<file path="src/rtl/ssp_tx_pkg.sv">
`default_nettype none
// ============================================================================
// Module      : ssp_tx_pkg
// Description : Shared types and constants for the SSP transmit serialiser.
//               - tx_state_e : serialiser state (IDLE, SHIFT, GAP)
//               - DSS_MIN    : smallest frame-size code honoured (4-bit frame)
//               - BITCNT_W   : bit-counter width
//               - HALFCNT_W  : SCK half-period counter width
//               - frame_msb(): index of the first bit sent for a DSS code
// Revision    : 1.0 - initial release
// ============================================================================
package ssp_tx_pkg;

  localparam int BITCNT_W  = 4;
  localparam int HALFCNT_W = 8;

  localparam logic [BITCNT_W-1:0] DSS_MIN = 4'd3;

  typedef enum logic [1:0] {
    IDLE  = 2'd0,
    SHIFT = 2'd1,
    GAP   = 2'd2
  } tx_state_e;

  // Reserved size codes 0-2 collapse onto the 4-bit frame, so the first
  // transmitted bit index (Nb-1) is never below DSS_MIN.
  function automatic logic [BITCNT_W-1:0] frame_msb(input logic [BITCNT_W-1:0] dss);
    return (dss < DSS_MIN) ? DSS_MIN : dss;
  endfunction

endpackage
`default_nettype wire

</file>
<file path="src/rtl/ssp_tx_shifter_if.sv">
`default_nettype none
// ============================================================================
// Module      : ssp_tx_shifter_if
// Description : Bundle of the transmit serialiser's configuration, FIFO and
//               serial-line signals.
//               Configuration : SSE, DSS[3:0], SCR[7:0]
//               FIFO side     : TxDataAvlblSync, TxFRdData[DW-1:0], TxFRdPtrInc
//               Serial side   : SSPTXD, SSPCLKOUT, SSPFSSOUT, TxBSY
//               modport master : drives configuration and FIFO head
//               modport slave  : the serialiser itself
// Revision    : 1.0 - initial release
// ============================================================================
interface ssp_tx_shifter_if
  import ssp_tx_pkg::*;
#(
  parameter int DW = 16
);

  logic                 SSE;
  logic [BITCNT_W-1:0]  DSS;
  logic [HALFCNT_W-1:0] SCR;
  logic                 TxDataAvlblSync;
  logic [DW-1:0]        TxFRdData;
  logic                 TxFRdPtrInc;
  logic                 SSPTXD;
  logic                 SSPCLKOUT;
  logic                 SSPFSSOUT;
  logic                 TxBSY;

  modport master (
    output SSE, DSS, SCR, TxDataAvlblSync, TxFRdData,
    input  TxFRdPtrInc, SSPTXD, SSPCLKOUT, SSPFSSOUT, TxBSY
  );

  modport slave (
    input  SSE, DSS, SCR, TxDataAvlblSync, TxFRdData,
    output TxFRdPtrInc, SSPTXD, SSPCLKOUT, SSPFSSOUT, TxBSY
  );

endinterface
`default_nettype wire

</file>
<file path="src/rtl/ssp_tx_shifter_sck_div.sv">
`default_nettype none
// ============================================================================
// Module      : ssp_sck_div
// Description : SCK half-period divider. Counts 0..SCR while enabled; each
//               terminal count toggles the SCK level. Held cleared (count 0,
//               SCK low) whenever disabled so every frame starts from a
//               clean low clock.
//   clk    in   SSP clock
//   rst    in   asynchronous active-high reset
//   en_i   in   run enable
//   scr_i  in   half-period minus one, in SSPCLK cycles
//   tick_o out  terminal-count pulse (combinational, valid while enabled)
//   sck_o  out  registered SCK level
//   fall_o out  pulse on the edge that takes SCK from 1 to 0
// Revision    : 1.0 - initial release
// ============================================================================
module ssp_sck_div
  import ssp_tx_pkg::*;
(
  input  logic                 clk,
  input  logic                 rst,
  input  logic                 en_i,
  input  logic [HALFCNT_W-1:0] scr_i,
  output logic                 tick_o,
  output logic                 sck_o,
  output logic                 fall_o
);

  logic [HALFCNT_W-1:0] cnt_q, cnt_d;
  logic                 sck_q, sck_d;

  // '>=' rather than '==' keeps the divider from running the whole counter
  // range if SCR is lowered under a live count.
  assign tick_o = en_i && (cnt_q >= scr_i);
  assign fall_o = tick_o && sck_q;
  assign sck_o  = sck_q;

  always_comb begin
    cnt_d = cnt_q;
    sck_d = sck_q;
    if (!en_i) begin
      cnt_d = '0;
      sck_d = 1'b0;
    end else if (tick_o) begin
      cnt_d = '0;
      sck_d = ~sck_q;
    end else begin
      cnt_d = cnt_q + 1'b1;
    end
  end

  always_ff @(posedge clk or posedge rst) begin
    if (rst) begin
      cnt_q <= '0;
      sck_q <= 1'b0;
    end else begin
      cnt_q <= cnt_d;
      sck_q <= sck_d;
    end
  end

endmodule
`default_nettype wire

</file>
<file path="src/rtl/ssp_tx_shifter.sv">
`default_nettype none
// ============================================================================
// Module      : ssp_tx_shifter
// Description : SSP transmit serialiser (SSPCLK domain). Pops one word from
//               the transmit FIFO by toggling TxFRdPtrInc and shifts it out
//               as a Motorola SPI mode-0 frame (SPO=0, SPH=0), MSB first.
//   SSPCLK   in   SSP clock
//   SSPRST   in   asynchronous active-high reset
//   bus      slave modport of ssp_tx_shifter_if:
//              SSE, DSS, SCR, TxDataAvlblSync, TxFRdData      (inputs)
//              TxFRdPtrInc, SSPTXD, SSPCLKOUT, SSPFSSOUT, TxBSY (outputs)
// Parameters  : HOLDOFF - cycles after a pop during which the FIFO-available
//                         flag is ignored (toggle round trip), >= 1
//               DW      - FIFO data width, >= 16
// Revision    : 1.0 - initial release
// ============================================================================
module ssp_tx_shifter
  import ssp_tx_pkg::*;
#(
  parameter int HOLDOFF = 6,
  parameter int DW      = 16
)
(
  input  logic             SSPCLK,
  input  logic             SSPRST,
  ssp_tx_shifter_if.slave  bus
);

  localparam int HO_W = $clog2(HOLDOFF + 1);

  tx_state_e             state_q;
  logic                  ptr_inc_q;
  logic                  txd_q;
  logic                  fss_q;
  logic                  bsy_q;
  logic [DW-1:0]         shreg_q;
  logic [BITCNT_W-1:0]   bitcnt_q;
  logic [HALFCNT_W-1:0]  gapcnt_q;
  logic [HO_W-1:0]       holdoff_q, holdoff_d;

  logic                  start;
  logic [BITCNT_W-1:0]   msb;
  logic [7:0]            shamt;
  logic [DW-1:0]         load_d;
  logic                  sck_en;
  logic                  sck_tick;
  logic                  sck_level;
  logic                  sck_fall;

  assign msb   = frame_msb(bus.DSS);
  assign start = (state_q == IDLE) && bus.SSE && bus.TxDataAvlblSync &&
                 (holdoff_q == '0);

  // The frame is left-aligned in the shift register so the bit on the wire
  // is always the register MSB; bits above Nb-1 fall off the top here.
  assign shamt  = 8'(DW - 1) - {4'b0000, msb};
  assign load_d = bus.TxFRdData << shamt;

  // Gated with SSE so an abort also drops SCK on the very next edge.
  assign sck_en = (state_q == SHIFT) && bus.SSE;

  ssp_sck_div u_sck_div (
    .clk    (SSPCLK),
    .rst    (SSPRST),
    .en_i   (sck_en),
    .scr_i  (bus.SCR),
    .tick_o (sck_tick),
    .sck_o  (sck_level),
    .fall_o (sck_fall)
  );

  // Holdoff masks the stale FIFO-available flag until the pop toggle has
  // made its way to the FIFO and back; it runs down in every state.
  always_comb begin
    holdoff_d = holdoff_q;
    if (start) begin
      holdoff_d = HO_W'(HOLDOFF);
    end else if (holdoff_q != '0) begin
      holdoff_d = holdoff_q - 1'b1;
    end
  end

  always_ff @(posedge SSPCLK or posedge SSPRST) begin
    if (SSPRST) begin
      holdoff_q <= '0;
    end else begin
      holdoff_q <= holdoff_d;
    end
  end

  always_ff @(posedge SSPCLK or posedge SSPRST) begin
    if (SSPRST) begin
      state_q   <= IDLE;
      ptr_inc_q <= 1'b0;
      txd_q     <= 1'b0;
      fss_q     <= 1'b1;
      bsy_q     <= 1'b0;
      shreg_q   <= '0;
      bitcnt_q  <= '0;
      gapcnt_q  <= '0;
    end else begin
      case (state_q)
        IDLE: begin
          if (start) begin
            state_q   <= SHIFT;
            ptr_inc_q <= ~ptr_inc_q;
            shreg_q   <= load_d;
            txd_q     <= load_d[DW-1];
            fss_q     <= 1'b0;
            bsy_q     <= 1'b1;
            bitcnt_q  <= msb;
          end
        end

        SHIFT: begin
          if (!bus.SSE) begin
            // Abort: the popped word is dropped, no second pop toggle.
            state_q <= IDLE;
            txd_q   <= 1'b0;
            fss_q   <= 1'b1;
            bsy_q   <= 1'b0;
            shreg_q <= '0;
          end else if (sck_tick) begin
            if (sck_fall) begin
              if (bitcnt_q != '0) begin
                shreg_q  <= shreg_q << 1;
                txd_q    <= shreg_q[DW-2];
                bitcnt_q <= bitcnt_q - 1'b1;
              end else begin
                state_q  <= GAP;
                txd_q    <= 1'b0;
                fss_q    <= 1'b1;
                gapcnt_q <= '0;
              end
            end
          end
        end

        GAP: begin
          if (!bus.SSE) begin
            state_q <= IDLE;
            bsy_q   <= 1'b0;
            shreg_q <= '0;
          end else if (gapcnt_q >= bus.SCR) begin
            state_q <= IDLE;
            bsy_q   <= 1'b0;
          end else begin
            gapcnt_q <= gapcnt_q + 1'b1;
          end
        end

        default: begin
          state_q <= IDLE;
          txd_q   <= 1'b0;
          fss_q   <= 1'b1;
          bsy_q   <= 1'b0;
        end
      endcase
    end
  end

  assign bus.TxFRdPtrInc = ptr_inc_q;
  assign bus.SSPTXD      = txd_q;
  assign bus.SSPCLKOUT   = sck_level;
  assign bus.SSPFSSOUT   = fss_q;
  assign bus.TxBSY       = bsy_q;

endmodule
`default_nettype wire

</file>
<file path="src/flat_wrapper.sv">
// flat-port wrapper written by rule: the top's interface ports become plain ports
module ssp_tx_shifter_flat import ssp_tx_pkg::*;
#(
  parameter int HOLDOFF = 6,
  parameter int DW      = 16
)
  (SSPCLK, SSPRST, bus_SSE, bus_DSS, bus_SCR, bus_TxDataAvlblSync, bus_TxFRdData, bus_TxFRdPtrInc, bus_SSPTXD, bus_SSPCLKOUT, bus_SSPFSSOUT, bus_TxBSY);
  ssp_tx_shifter_if #(.DW(DW)) bus_i ();
  input  logic SSPCLK;
  input  logic SSPRST;
  input wire logic [$bits(bus_i.SSE)-1:0] bus_SSE;
  input wire logic [$bits(bus_i.DSS)-1:0] bus_DSS;
  input wire logic [$bits(bus_i.SCR)-1:0] bus_SCR;
  input wire logic [$bits(bus_i.TxDataAvlblSync)-1:0] bus_TxDataAvlblSync;
  input wire logic [$bits(bus_i.TxFRdData)-1:0] bus_TxFRdData;
  output wire logic [$bits(bus_i.TxFRdPtrInc)-1:0] bus_TxFRdPtrInc;
  output wire logic [$bits(bus_i.SSPTXD)-1:0] bus_SSPTXD;
  output wire logic [$bits(bus_i.SSPCLKOUT)-1:0] bus_SSPCLKOUT;
  output wire logic [$bits(bus_i.SSPFSSOUT)-1:0] bus_SSPFSSOUT;
  output wire logic [$bits(bus_i.TxBSY)-1:0] bus_TxBSY;
  assign bus_i.SSE = bus_SSE;
  assign bus_i.DSS = bus_DSS;
  assign bus_i.SCR = bus_SCR;
  assign bus_i.TxDataAvlblSync = bus_TxDataAvlblSync;
  assign bus_i.TxFRdData = bus_TxFRdData;
  assign bus_TxFRdPtrInc = bus_i.TxFRdPtrInc;
  assign bus_SSPTXD = bus_i.SSPTXD;
  assign bus_SSPCLKOUT = bus_i.SSPCLKOUT;
  assign bus_SSPFSSOUT = bus_i.SSPFSSOUT;
  assign bus_TxBSY = bus_i.TxBSY;
  ssp_tx_shifter #(.HOLDOFF(HOLDOFF), .DW(DW)) u_core (.SSPCLK(SSPCLK), .SSPRST(SSPRST), .bus(bus_i));
endmodule
</file>
<file path="config.mk">
export PLATFORM = sky130hd
export DESIGN_NAME = ssp_tx_shifter_flat
export DESIGN_NICKNAME = d
export VERILOG_FILES = /design/src/rtl/ssp_tx_pkg.sv /design/src/rtl/ssp_tx_shifter_if.sv /design/src/rtl/ssp_tx_shifter_sck_div.sv /design/src/rtl/ssp_tx_shifter.sv /design/src/flat_wrapper.sv
export SDC_FILE = /design/constraint.sdc
export NUM_CORES = 1
export LEC_CHECK = 0
export CORE_MARGIN = 2
export CORE_UTILIZATION = 28
export CTS_BUF_LIST = sky130_fd_sc_hd__clkbuf_16
export DETAILED_ROUTE_END_ITERATION = 10
export GPL_TIMING_DRIVEN = 0
export PLACE_DENSITY = 0.5
export SYNTH_ARGS = -nofsm -noshare
export SYNTH_HDL_FRONTEND = slang
export SYNTH_SLANG_ARGS = --single-unit
</file>
<file path="constraint.sdc">
create_clock -name SSPCLK -period 2.7 [get_ports SSPCLK]
set_clock_uncertainty 0.15 [all_clocks]
set_input_delay 0.81 -clock SSPCLK [delete_from_list [all_inputs] [get_ports SSPCLK]]
set_output_delay 0.81 -clock SSPCLK [all_outputs]
set_load 0.005 [all_outputs]
</file>
==> flow_metrics.tcl <==
set metrics [dict create \
    effective_utilization_at_floorplan 0.2887 \
    final_area_um2 4353 \
    power.total_w 0.003176 \
    synth_nets 436 \
    drt_drc_violations_left 0 \
    timing.critical_path.required_ps 2710 \
    site_row_count 40 \
    floorplan.die.height_um 115.8 \
    grt_max_degree 39 \
    synth_sequential_area_ratio 0.3224 \
    timing.final.setup_violations 0 \
    crit_path_end_kind "register" \
    gr-usage-all-layers 0.1384 \
    root_buffer "clkbuf_16" \
    critical_path.cell_chain "dlygate4sd2_1 > inv_2 > ha_4 > nand4_1 > buf_4 > nor4_4 > buf_4 > o21a_1 > o21ai_1 > a22o_1" \
    syn_avg_cell_area_um2 9.227 \
    wl_per_cell_um 15.52 \
    final-hold-violation-count 0 \
    fp.coreArea_um2 12110 \
    drtIter0Drc 262 \
    syn-instance-count 379 \
    grt_pass1_vias 2924 \
    grt_first_pass_wirelength_um 14810 \
    placement.cell_area_um2 4038 \
    criticalPathCategory "input pin to register" \
    worstHoldPathType "register to register" \
    worst_path_max_delay_cell "nor4_4" \
    yosys.cell_types.count 68 \
    area_growth_syn_to_layout_pct 24.47 \
    critical_path_buf_inv_count 4 \
    leakagePower_nw 1.828 \
    timing.slew.headroom 0.5460 \
    tightest_slew_ps 679.5 \
    timing.critical_path.mode_cell "buf_4" \
    portion_of_the_clock_cycle_consumed_by_the_worst_path_in_the_final_layout 0.9715 \
    clock_sink_count 45 \
    synth_enable_flop_cells 0 \
    synth_seq_cells 45 \
    timing.final.max_slew_violations 0 \
    instances_no_fill 598 \
    clock_tree_from_tritoncts "done" \
    die_width_um 115.8 \
    number_of_cts_inserted_buffers 5 \
    total_negative_setup_slack_ps 0 \
    route.detailed.vias_per_inst 5.010 \
    synth_flop_cell "dfrtp_1" \
    globalRoute.totalOverflow 0 \
    route.antenna.remaining_nets 0 \
    placed_cells 579 \
    clk_path_buf_depth 2 \
    route.vias.total 2996 \
    ratio_of_cells_with_drive_above_1_in_the_final_layout 0.1628 \
    clk-insertion-delay-late_ps 290 \
    first_pass_iters 4 \
    number_of_antenna_violations_at_the_first_check_in_global_routing 0 \
    power.density_cell_area_nw_per_um2 729.7 \
    diodes 0 \
    timing.fmax_mhz 381.2 \
    maxCapViolCount 0 \
    worst_ep_arrival_time_ps 2640 \
    crit_path_max_fanout 3 \
    cts_max_level 2 \
    min_period_ps 2623 \
    critical_path.max_stage_delay_ps 310 \
    status "finished clean" \
    ir_worst_vdd_uv 327.3 \
    holdWs_ps 341.8 \
    wirelength_um 9283 \
    pin_count 37 \
    port_buffers 31 \
    netlist_area_um2 3497 \
    rsz0062_at_grt "yes" \
    die_area_um2 13400 \
    clk_pin_slew_worst_paths_ps 60 \
    detailedPlacementHpwl_um 7077 \
    gp_congestion 0.8447 \
    worst_path_dominant_cell_family "buffers and inverters" \
    crit_path_start_kind "input pin" \
    synth-warning-count 0 \
    postSynth.asyncResetShare 1.000 \
    layout.nets 486 \
]
[worst min-delay path, stage by stage (launching register included)]
cell     delay (ps)
dfrtp_1         350
nand2_1          50
o21ai_1          60
[cell usage in the layout, fill, tap and decap left out, types with 4 or more instances in the layout]
cell type and count:
a211oi_1 4, a21oi_1 11, a22o_1 7, a22oi_1 6, a31oi_1 5, and3_1 8, buf_2 6, buf_4 15
clkbuf_1 6, clkbuf_16 5, clkdlybuf4s50_1 23, dfrtp_1 44, dlygate4sd2_1 7, ha_1 19, ha_4 6, inv_1 17
inv_2 8, mux2i_1 21, nand2_1 41, nand2b_1 6, nand3_1 15, nand3b_1 10, nor2_1 18, nor2b_1 4
nor3_1 5, o211ai_1 4, o21a_1 5, o21ai_0 9, o21ai_1 15, o2bb2ai_1 5, xor2_1 4
[through the flow]
step,setup slack [ps],util
2_1_floorplan,22.42,-
3_3_place_gp,-739.3,0.3317
3_5_place_dp,-699.6,0.3334
4_1_cts,37.08,0.3587
6_report,77.04,0.3594
5_1_grt,-7.891,0.3594
[cell usage after synthesis, drive strengths merged (8+ instances only)]
| cell type | n | area share |
|---|---|---|
| and3 | 8 | 0.014 |
| nand3 | 15 | 0.021 |
| a21oi | 12 | 0.018 |
| o21ai | 24 | 0.034 |
| inv | 24 | 0.026 |
| buf | 12 | 0.025 |
| nor2 | 20 | 0.021 |
| mux2i | 22 | 0.064 |
| nand2 | 41 | 0.044 |
| dfrtp | 44 | 0.31 |
| nand3b | 10 | 0.021 |
| ha | 25 | 0.089 |
[cells by family (layout without fill, tap and decap cells)]
group,after synthesis,count (layout),share of synthesized area
AO/OA/AOI/OAI,107,107,0.2469
adder cells (fa/ha/maj),25,25,0.08945
multiplexers,26,26,0.07692
XOR/XNOR,7,7,0.01753
AND/OR/NAND/NOR,127,127,0.1893
buffers and inverters,42,93,0.05760
flip-flops,45,45,0.3224
[final timing paths]
kind                                                start                         to  slack, ps  depth (start not counted)
min in group asynchronous                          SSPRST  u_core.u_sck_div.cnt_q[3]        590                          2
worst max-delay path                           bus_SCR[7]         u_core.bitcnt_q[0]         80                         10
worst max register to register  u_core.u_sck_div.cnt_q[0]         u_core.gapcnt_q[0]        190                          9
worst min-delay path                    u_core.shreg_q[3]          u_core.shreg_q[3]        340                          2
worst min register to register          u_core.shreg_q[3]          u_core.shreg_q[3]        340                          2
max in group asynchronous                          SSPRST       u_core.bus.SSPFSSOUT       1320                          3
[layer usage]
layer  vias up  wire (um)  GRT usage  part of all wire
li1       1501          -          -                 -
met1      1456       4639     0.1938              0.50
met2        37       4383     0.2273              0.47
met3         2        224    0.02458             0.024
met4         0         36    0.02381            0.0039
met5         -          0          0                 0
[registers in the layout, summed over array words and instances, names as in the netlist, 2 cells and up]
name / count
u_core.shreg_q: 15
u_core.gapcnt_q: 8
u_core.u_sck_div.cnt_q: 8
u_core.bitcnt_q: 4
u_core.holdoff_q: 3
u_core.state_q: 2
[where the power goes]
| group | leakage [nW] | switching, W | internal, W |
|---|---|---|---|
| Sequential | 0.592 | 0.000149 | 0.000884 |
| Combinational | 1.16 | 0.000840 | 0.000713 |
| Clock | 0.0748 | 0.000254 | 0.000337 |
| Total | 1.83 | 0.00124 | 0.00193 |
[final cells by class]
| class | count | area, um^2 |
|---|---|---|
| Buffer | 18 | 111.4 |
| Fill cell | 1258 | 7759 |
| Inverter | 24 | 90.09 |
| Clock inverter | 3 | 13.76 |
| Clock buffer | 5 | 125.1 |
| Timing Repair Buffer | 43 | 399.1 |
| Sequential cell | 45 | 1127 |
| Multi-Input combinational cell | 292 | 2276 |
| Tap cell | 168 | 210.2 |
[what timing repair did]
| item | in CTS | in global routing |
|---|---|---|
| buffers inserted | 10 | 1 |
| hold buffers | 0 | 0 |
| endpoints found under the setup margin | 38 | 13 |
| pin swaps | 11 | 5 |
| resized for setup | 31 | 1 |
Power figures use the tool's default switching activity.
